[config.mk]
export PLATFORM = sky130hd
export DESIGN_NAME = sensor_sample_arbiter
export DESIGN_NICKNAME = d
export VERILOG_FILES = /design/src/rtl/sensor_sample_arbiter.sv
export SDC_FILE = /design/constraint.sdc
export NUM_CORES = 1
export LEC_CHECK = 0
export CORE_ASPECT_RATIO = 0.75
export CORE_MARGIN = 1.5
export CORE_UTILIZATION = 40
export DETAILED_ROUTE_END_ITERATION = 8
export HOLD_SLACK_MARGIN = 0.15
export PLACE_DENSITY = 0.75
export SLEW_MARGIN = 20
export SYNTH_ARGS = -nofsm -noshare
export SYNTH_HDL_FRONTEND = slang
export SYNTH_SLANG_ARGS = --single-unit
[constraint.sdc]
create_clock -name clk -period 4.8 [get_ports clk]
set_clock_uncertainty 0.15 [all_clocks]
set_input_delay 0.96 -clock clk [delete_from_list [all_inputs] [get_ports clk]]
set_output_delay 0.96 -clock clk [all_outputs]
set_load 0.01 [all_outputs]
[src/rtl/sensor_sample_arbiter.sv]
// Round-robin arbiter sharing one isolation-tree scoring engine between NUM_CH
// sensor input buffers, with per-channel capture, overrun tracking and engine timeout.
module sensor_sample_arbiter #(
  parameter int NUM_CH     = 4,
  parameter int DATA_WIDTH = 8,
  parameter int TIMEOUT    = 16,
  localparam int CW = (NUM_CH > 1) ? $clog2(NUM_CH) : 1
) (
  input  logic                         clk,
  input  logic                         reset,
  input  logic [NUM_CH-1:0]            chan_ready,
  input  logic [NUM_CH*DATA_WIDTH-1:0] chan_data,
  output logic [NUM_CH-1:0]            chan_ack,
  output logic                         tree_valid,
  input  logic                         tree_ready,
  output logic [DATA_WIDTH-1:0]        tree_data,
  output logic [CW-1:0]                tree_chan,
  input  logic                         tree_done,
  output logic                         timeout_err,
  output logic [NUM_CH-1:0]            overrun,
  output logic [15:0]                  drop_count,
  input  logic                         stat_clr
);

  localparam int TW = (TIMEOUT > 1) ? $clog2(TIMEOUT) : 1;

  typedef enum logic [1:0] {IDLE, ISSUE, WAIT, ACK} state_t;

  state_t                state, state_nx;
  logic [NUM_CH-1:0]     pending;
  logic [DATA_WIDTH-1:0] hold [NUM_CH];
  logic [CW-1:0]         rr, grant, pick;
  logic                  pick_ok;
  logic [TW-1:0]         wait_cnt;
  logic                  handshake;
  logic [NUM_CH-1:0]     issue_oh, ovr_ev;
  logic [16:0]           ovr_num, drop_sum;

  assign handshake = (state == ISSUE) && tree_ready;
  assign issue_oh  = handshake ? (NUM_CH'(1) << grant) : '0;

  // First pending channel at or after the round-robin pointer, wrapping.
  always_comb begin
    int unsigned sum;
    pick    = '0;
    pick_ok = 1'b0;
    sum     = 0;
    for (int unsigned k = 0; k < NUM_CH; k++) begin
      sum = 32'(rr) + k;
      if (sum >= NUM_CH) sum = sum - NUM_CH;
      if (!pick_ok && pending[CW'(sum)]) begin
        pick    = CW'(sum);
        pick_ok = 1'b1;
      end
    end
  end

  // A capture on the channel being handed off this cycle is a fresh sample, not an overrun.
  always_comb begin
    ovr_ev  = chan_ready & pending & ~issue_oh;
    ovr_num = '0;
    for (int unsigned i = 0; i < NUM_CH; i++) ovr_num = ovr_num + 17'(ovr_ev[i]);
    drop_sum = (stat_clr ? 17'd0 : {1'b0, drop_count}) + ovr_num;
  end

  always_ff @(posedge clk or negedge reset) begin
    if (!reset) begin
      pending    <= '0;
      overrun    <= '0;
      drop_count <= '0;
      for (int unsigned i = 0; i < NUM_CH; i++) hold[i] <= '0;
    end else begin
      pending    <= (pending & ~issue_oh) | chan_ready;
      overrun    <= (stat_clr ? '0 : overrun) | ovr_ev;
      drop_count <= drop_sum[16] ? 16'hFFFF : drop_sum[15:0];
      for (int unsigned i = 0; i < NUM_CH; i++)
        if (chan_ready[i]) hold[i] <= chan_data[i*DATA_WIDTH +: DATA_WIDTH];
    end
  end

  always_ff @(posedge clk or negedge reset) begin
    if (!reset) state <= IDLE;
    else        state <= state_nx;
  end

  always_comb begin
    state_nx = state;
    case (state)
      IDLE:    if (pick_ok) state_nx = ISSUE;
      ISSUE:   if (tree_ready) state_nx = WAIT;
      WAIT:    if (tree_done || wait_cnt == TW'(TIMEOUT - 1)) state_nx = ACK;
      ACK:     state_nx = IDLE;
      default: state_nx = IDLE;
    endcase
  end

  always_ff @(posedge clk or negedge reset) begin
    if (!reset) begin
      grant       <= '0;
      rr          <= '0;
      wait_cnt    <= '0;
      tree_valid  <= 1'b0;
      tree_data   <= '0;
      tree_chan   <= '0;
      chan_ack    <= '0;
      timeout_err <= 1'b0;
    end else begin
      chan_ack    <= '0;
      timeout_err <= 1'b0;
      case (state)
        IDLE: if (pick_ok) begin
          grant      <= pick;
          tree_valid <= 1'b1;
          tree_data  <= hold[pick];
          tree_chan  <= pick;
        end
        ISSUE: if (tree_ready) begin
          tree_valid <= 1'b0;
          wait_cnt   <= '0;
        end
        WAIT: if (state_nx == ACK) begin
          chan_ack    <= NUM_CH'(1) << grant;
          timeout_err <= !tree_done;
        end else begin
          wait_cnt <= wait_cnt + 1'b1;
        end
        ACK: rr <= (grant == CW'(NUM_CH - 1)) ? '0 : grant + 1'b1;
        default: ;
      endcase
    end
  end

endmodule

# ---- Yosys cells after proc, flatten, opt, wreduce, memory -nomap -nowiden
# Cells that the tools add are included.
dict set report op_classes {
  eq_ne 9
  bitwise_logic 7
  shifts 1
  muxes 42
  n_reduce_logical 15
  addsub 13
  n_lt_le_gt_ge 9
}
# cell count
set op_table {}
lappend op_table {{16-bit two-way mux} 2}
lappend op_table {{2-bit two-way mux} 12}
lappend op_table {{4-bit two-way mux} 6}
lappend op_table {{16-bit by 4-bit adder with 17-bit output} 1}
lappend op_table {{8-bit binary-select mux with 2-bit select} 1}
lappend op_table {{8-bit two-way mux} 2}
lappend op_table {{4-bit AND} 3}
lappend op_table {{3-bit >= comparator (second input constant)} 4}
lappend op_table {{2-bit by 3-bit < comparator with 1-bit output (second input constant)} 4}
lappend op_table {{1-bit two-way mux} 12}
lappend op_table {{1-bit binary-select mux with 2-bit select} 4}
lappend op_table {{2-bit == test (second input constant)} 4}
lappend op_table {{4-bit bitwise OR} 2}
lappend op_table {{2-bit one-hot mux with 4 select lines} 1}
lappend op_table {{4-bit one-hot mux with 2 select lines} 1}
lappend op_table {{2-bit by 1-bit subtractor with 2-bit output (second input constant)} 4}
lappend op_table {{2-bit by 2-bit adder with 3-bit output (second input constant)} 2}
lappend op_table {{2-bit != test (second input constant)} 3}
lappend op_table {{3-bit AND reduction} 2}
lappend op_table {{3-bit by 1-bit adder with 4-bit output} 1}
lappend op_table {{4-bit by 1-bit adder with 4-bit output (second input constant)} 1}
lappend op_table {{4-bit == test (second input constant)} 1}
lappend op_table {{1-bit logical AND} 4}
lappend op_table {{1-bit zero test} 4}
lappend op_table {{14 further kinds} 15}
dict set report word_totals {
  word_cells 111
  out_inout_bits 36
  ff_bits 80
}

# ---- Depth between registers and ports, before layout
dict set report logic_depth {
  ltp_word 19
  depth_mapped 14
}

# ---- Worst setup path before layout
# No wires, ideal clock.
dict set report synth_timing {
  path_type {input to register}
  start {in tree_ready}
  end {reg drop_count[12]}
  arrival_ns 3.637
  path_buffers 0
  path_stages 14
  required_time_ns 4.520
  setup_ns 0.130
  path_slack_ns 0.883
  cell_sequence {nand2_1 nor2_1 nand2_1 and3_2 fa_1 inv_1 fa_1 inv_1 fa_1 nand4b_4 nor4_4 nand3_1 xor2_1 o21ai_1}
}
dict set report synth_between {
  elab_chain_cells 9
}
# item line_no
set synth_lines {}
lappend synth_lines {{start: declaration} 15} ;# input logic tree_ready,
lappend synth_lines {{1-bit logical AND *} 39} ;# assign handshake = (state == ISSUE) && tree_ready;
lappend synth_lines {{4-bit two-way mux *} 40} ;# assign issue_oh = handshake ? (NUM_CH'(1) << grant) : '0;
lappend synth_lines {{4-bit NOT *} 60} ;# ovr_ev = chan_ready & pending & ~issue_oh;
lappend synth_lines {{4-bit AND *} 60}
lappend synth_lines {{1-bit by 1-bit adder with 2-bit output} 62} ;# for (int unsigned i = 0; i < NUM_CH; i++) ovr_num = ovr_num + 17'(ovr_ev[i]);
lappend synth_lines {{2-bit by 1-bit adder with 3-bit output} 62}
lappend synth_lines {{3-bit by 1-bit adder with 4-bit output *} 62}
lappend synth_lines {{16-bit by 4-bit adder with 17-bit output *} 63} ;# drop_sum = (stat_clr ? 17'd0 : {1'b0, drop_count}) + ovr_num;
lappend synth_lines {{16-bit two-way mux *} 75} ;# drop_count <= drop_sum[16] ? 16'hFFFF : drop_sum[15:0];
lappend synth_lines {{end signal: assignment} 75}
lappend synth_lines {{end: declaration} 21} ;# output logic [15:0] drop_count,
# Mark *: on every way between the ends. The rest lies on a longest branch, timed or not.
# A chain may end at the register's enable or synchronous reset.

# ---- Worst setup path in the final report
# Same ends and word-level chain as after synthesis.

==> flow_summary.json <==
{
  "status": "finished, final reports clean",
  "first_pass_iters": 5,
  "synth_most_common_cell": "dfrtp_1",
  "fin_tns_setup_ns": 0,
  "ys_warn_count": 0,
  "cts_tree": "built",
  "hold_viol_final": 0,
  "final_area_um2": 4870,
  "whs_endpoint": "overrun[3]",
  "crit_start": "tree_ready",
  "initial_core_util_pct": 41.0,
  "hold_path_depth": 1,
  "setup_viol": 0,
  "cts_setup_buffers": 0,
  "cp-start-kind": "primary input",
  "area_growth_syn_to_layout_pct": 31.9,
  "drive_gt1_share_pct": 17.2,
  "via_count": 2619,
  "diodes": 0,
  "die_area_um2": 9820,
  "clkTransAtPathRegs_ns": 0.07,
  "worstPathMaxFanout": 5,
  "reg2regPathDepth": 14,
  "cts-root-buf": "clkbuf_16",
  "die_x_um": 114,
  "io_pins": 77,
  "r2r-end": "drop_count[12]",
  "postCtsHoldBufs": 0,
  "globalplace.congestion": 0.795,
  "synthTopCellsByCount": "dfrtp_1, mux2_2, nand2_1, mux2i_1, nand3_1",
  "rows": 30,
  "antenna_found_initial": 0,
  "finalMaxSlewViolations": 0,
  "cts_num_sinks": 80,
  "htreeDepth": 3,
  "synth_cell_types": 48,
  "worstHoldPathType": "flop to flop",
  "fillers": 786,
  "drt-wirelength-per-cell_um": 16.2,
  "async_reset_ff_share_pct": 100,
  "finalCritPeriodShare_pct": 90.0,
  "yosys.area.top_type": "dfrtp_1",
  "coreArea_um2": 9010,
  "setup.worst_path.class": "primary input to flop",
  "via_per_inst": 5.22,
  "drv_cap": 0,
  "grt_max_degree": 81,
  "synth_top_area_share_pct": 54.3,
  "numPortBuffers": 76,
  "first_iter_violations": 163,
  "clk_latency_ns": 0.33,
  "synthTopCellsByArea": "dfrtp_1, mux2_2, mux2i_1",
  "rrSetupSlack_ns": 1.18,
  "critical_path_arrival_ns": 4.43,
  "synth_area_um2": 3690,
  "clockBufferDepth": 2,
  "synth_edf_count": 0,
  "grt_pass1_wl_um": 13400,
  "cp.required_ns": 4.91,
  "fp.dieH_um": 86.2,
  "rsz0062_at_grt": "no",
  "yosysSeqAreaShare_pct": 54.3,
  "avgSynthCellArea_um2": 12.2,
  "synth_flop_cell": "dfrtp_1",
  "ant_nets": 0,
  "hpwl_um": 5750,
  "fmaxAchievable_mhz": 232,
  "maxSlewHeadroom_pct": 51.3,
  "grtUsageTotal_pct": 17.8,
  "nets": 435,
  "period_minus_slack_ns": 4.32,
  "crit_path_end_kind": "flop",
  "cts_buffers": 9,
  "power_mw": 2.38,
  "cts_resized": 0,
  "placed_area_um2": 4560,
  "hp-start": "overrun[3]",
  "powerDensity_nw_per_um2": 490,
  "power.leakage_nw": 2.19,
  "ir_drop_uv": 293,
  "reg2reg_from": "state[0]",
  "wl_um": 8150,
  "tightest_slew_ns": 0.730,
  "grt_pass1_vias": 2641,
  "overflow": 0,
  "syn_inst": 303,
  "synth-seq-cells": 80,
  "synth_nets": 353,
  "drc": 0
}
[cell type report]
class / count / area [um^2] / share of cell area, %
Tap cell: 112 / 140 / 2.88
Clock inverter: 7 / 77.6 / 1.59
Timing Repair Buffer: 84 / 822 / 16.9
Inverter: 11 / 41.3 / 0.848
Clock buffer: 9 / 225 / 4.63
Sequential cell: 80 / 2000 / 41.1
Multi-Input combinational cell: 199 / 1560 / 32.0
[flip-flops by register name, indices dropped and copies added, names as in the netlist]
signal,cells
tree_valid,1
hold,32
drop_count,16
pending,4
wait_cnt,4
chan_ack,4
timeout_err,1
grant,2
state,2
overrun,4
tree_data,8
rr,2
[cells by family (layout without fill, tap and decap cells)]
kind of cell / count (synthesis) / in the layout / synth area share, %
AOI/OAI and AO/OA: 45 / 45 / 8.51
xor gates and xnor gates: 11 / 11 / 2.61
adders and majority gates: 9 / 9 / 3.66
buffers and inverters: 24 / 111 / 3.63
DFF: 80 / 80 / 54.3
muxes: 49 / 49 / 14.4
and+or+nand+nor: 85 / 85 / 12.9
[critical path: stages]
cell	delay (ns)
clkdlybuf4s50_1	0.48
nand2_1	0.09
nor2_1	0.24
nand2_1	0.12
and3_2	0.24
fa_1	0.53
inv_1	0.05
fa_1	0.44
inv_1	0.08
fa_1	0.26
nand4b_4	0.16
nor4_4	0.37
nand3_1	0.15
xor2_1	0.16
o21ai_1	0.11
[worst max path at each step]
| stage | depth (start not counted) | slack [ns] | endpoint |
|---|---|---|---|
| floorplan | 14 | 0.88 | drop_count[12] |
| global placement | 15 | 0.24 | drop_count[12] |
| detailed placement | 15 | 0.15 | drop_count[10] |
| CTS | 15 | 0.50 | drop_count[12] |
| global route | 15 | 0.21 | drop_count[12] |
| finish | 15 | 0.48 | drop_count[12] |
[power by group]
group / internal (mW) / switching [mW] / leakage, nW / total (mW)
sequential: 0.805 / 0.114 / 0.979 / 0.919
clock: 0.409 / 0.285 / 0.152 / 0.694
combinational: 0.394 / 0.376 / 1.05 / 0.770
[stage by stage]
stage,hold WS (ns),utilization (%),std cells,setup WS (ns)
after floorplan,0.330,-,303,0.883
after global placement,0.326,50.6,486,0.242
after detailed placement,0.331,50.6,486,0.153
after global routing,0.356,54.0,502,0.210
after CTS,0.345,54.0,502,0.501
final,0.335,54.0,502,0.482
[metal layers]
metal,vias to the layer above,routed length [um],share of wire (%),global-route usage [%]
met2,64,3860,47,28.0
met1,1307,3750,46,24.6
met4,0,110,1.3,4.20
li1,1238,-,-,-
met3,10,428,5.2,5.03
met5,-,0,0,0
[cells in the final DEF, fill, tap and decap left out, types with 5 or more instances in the layout]
master / synthesis / layout
a21o_1: 7 / 7
buf_4: 0 / 8
clkbuf_16: 0 / 9
clkdlybuf4s50_1: 0 / 75
dfrtp_1: 80 / 80
ha_1: 6 / 6
inv_1: 10 / 10
mux2_2: 33 / 33
mux2i_1: 16 / 16
nand2_1: 31 / 31
nand2b_1: 5 / 5
nand3_1: 12 / 12
nor2b_1: 7 / 7
o21ai_0: 10 / 10
o221ai_1: 8 / 8
xnor2_1: 5 / 5
xor2_1: 6 / 6
Power figures use the tool's default switching activity.
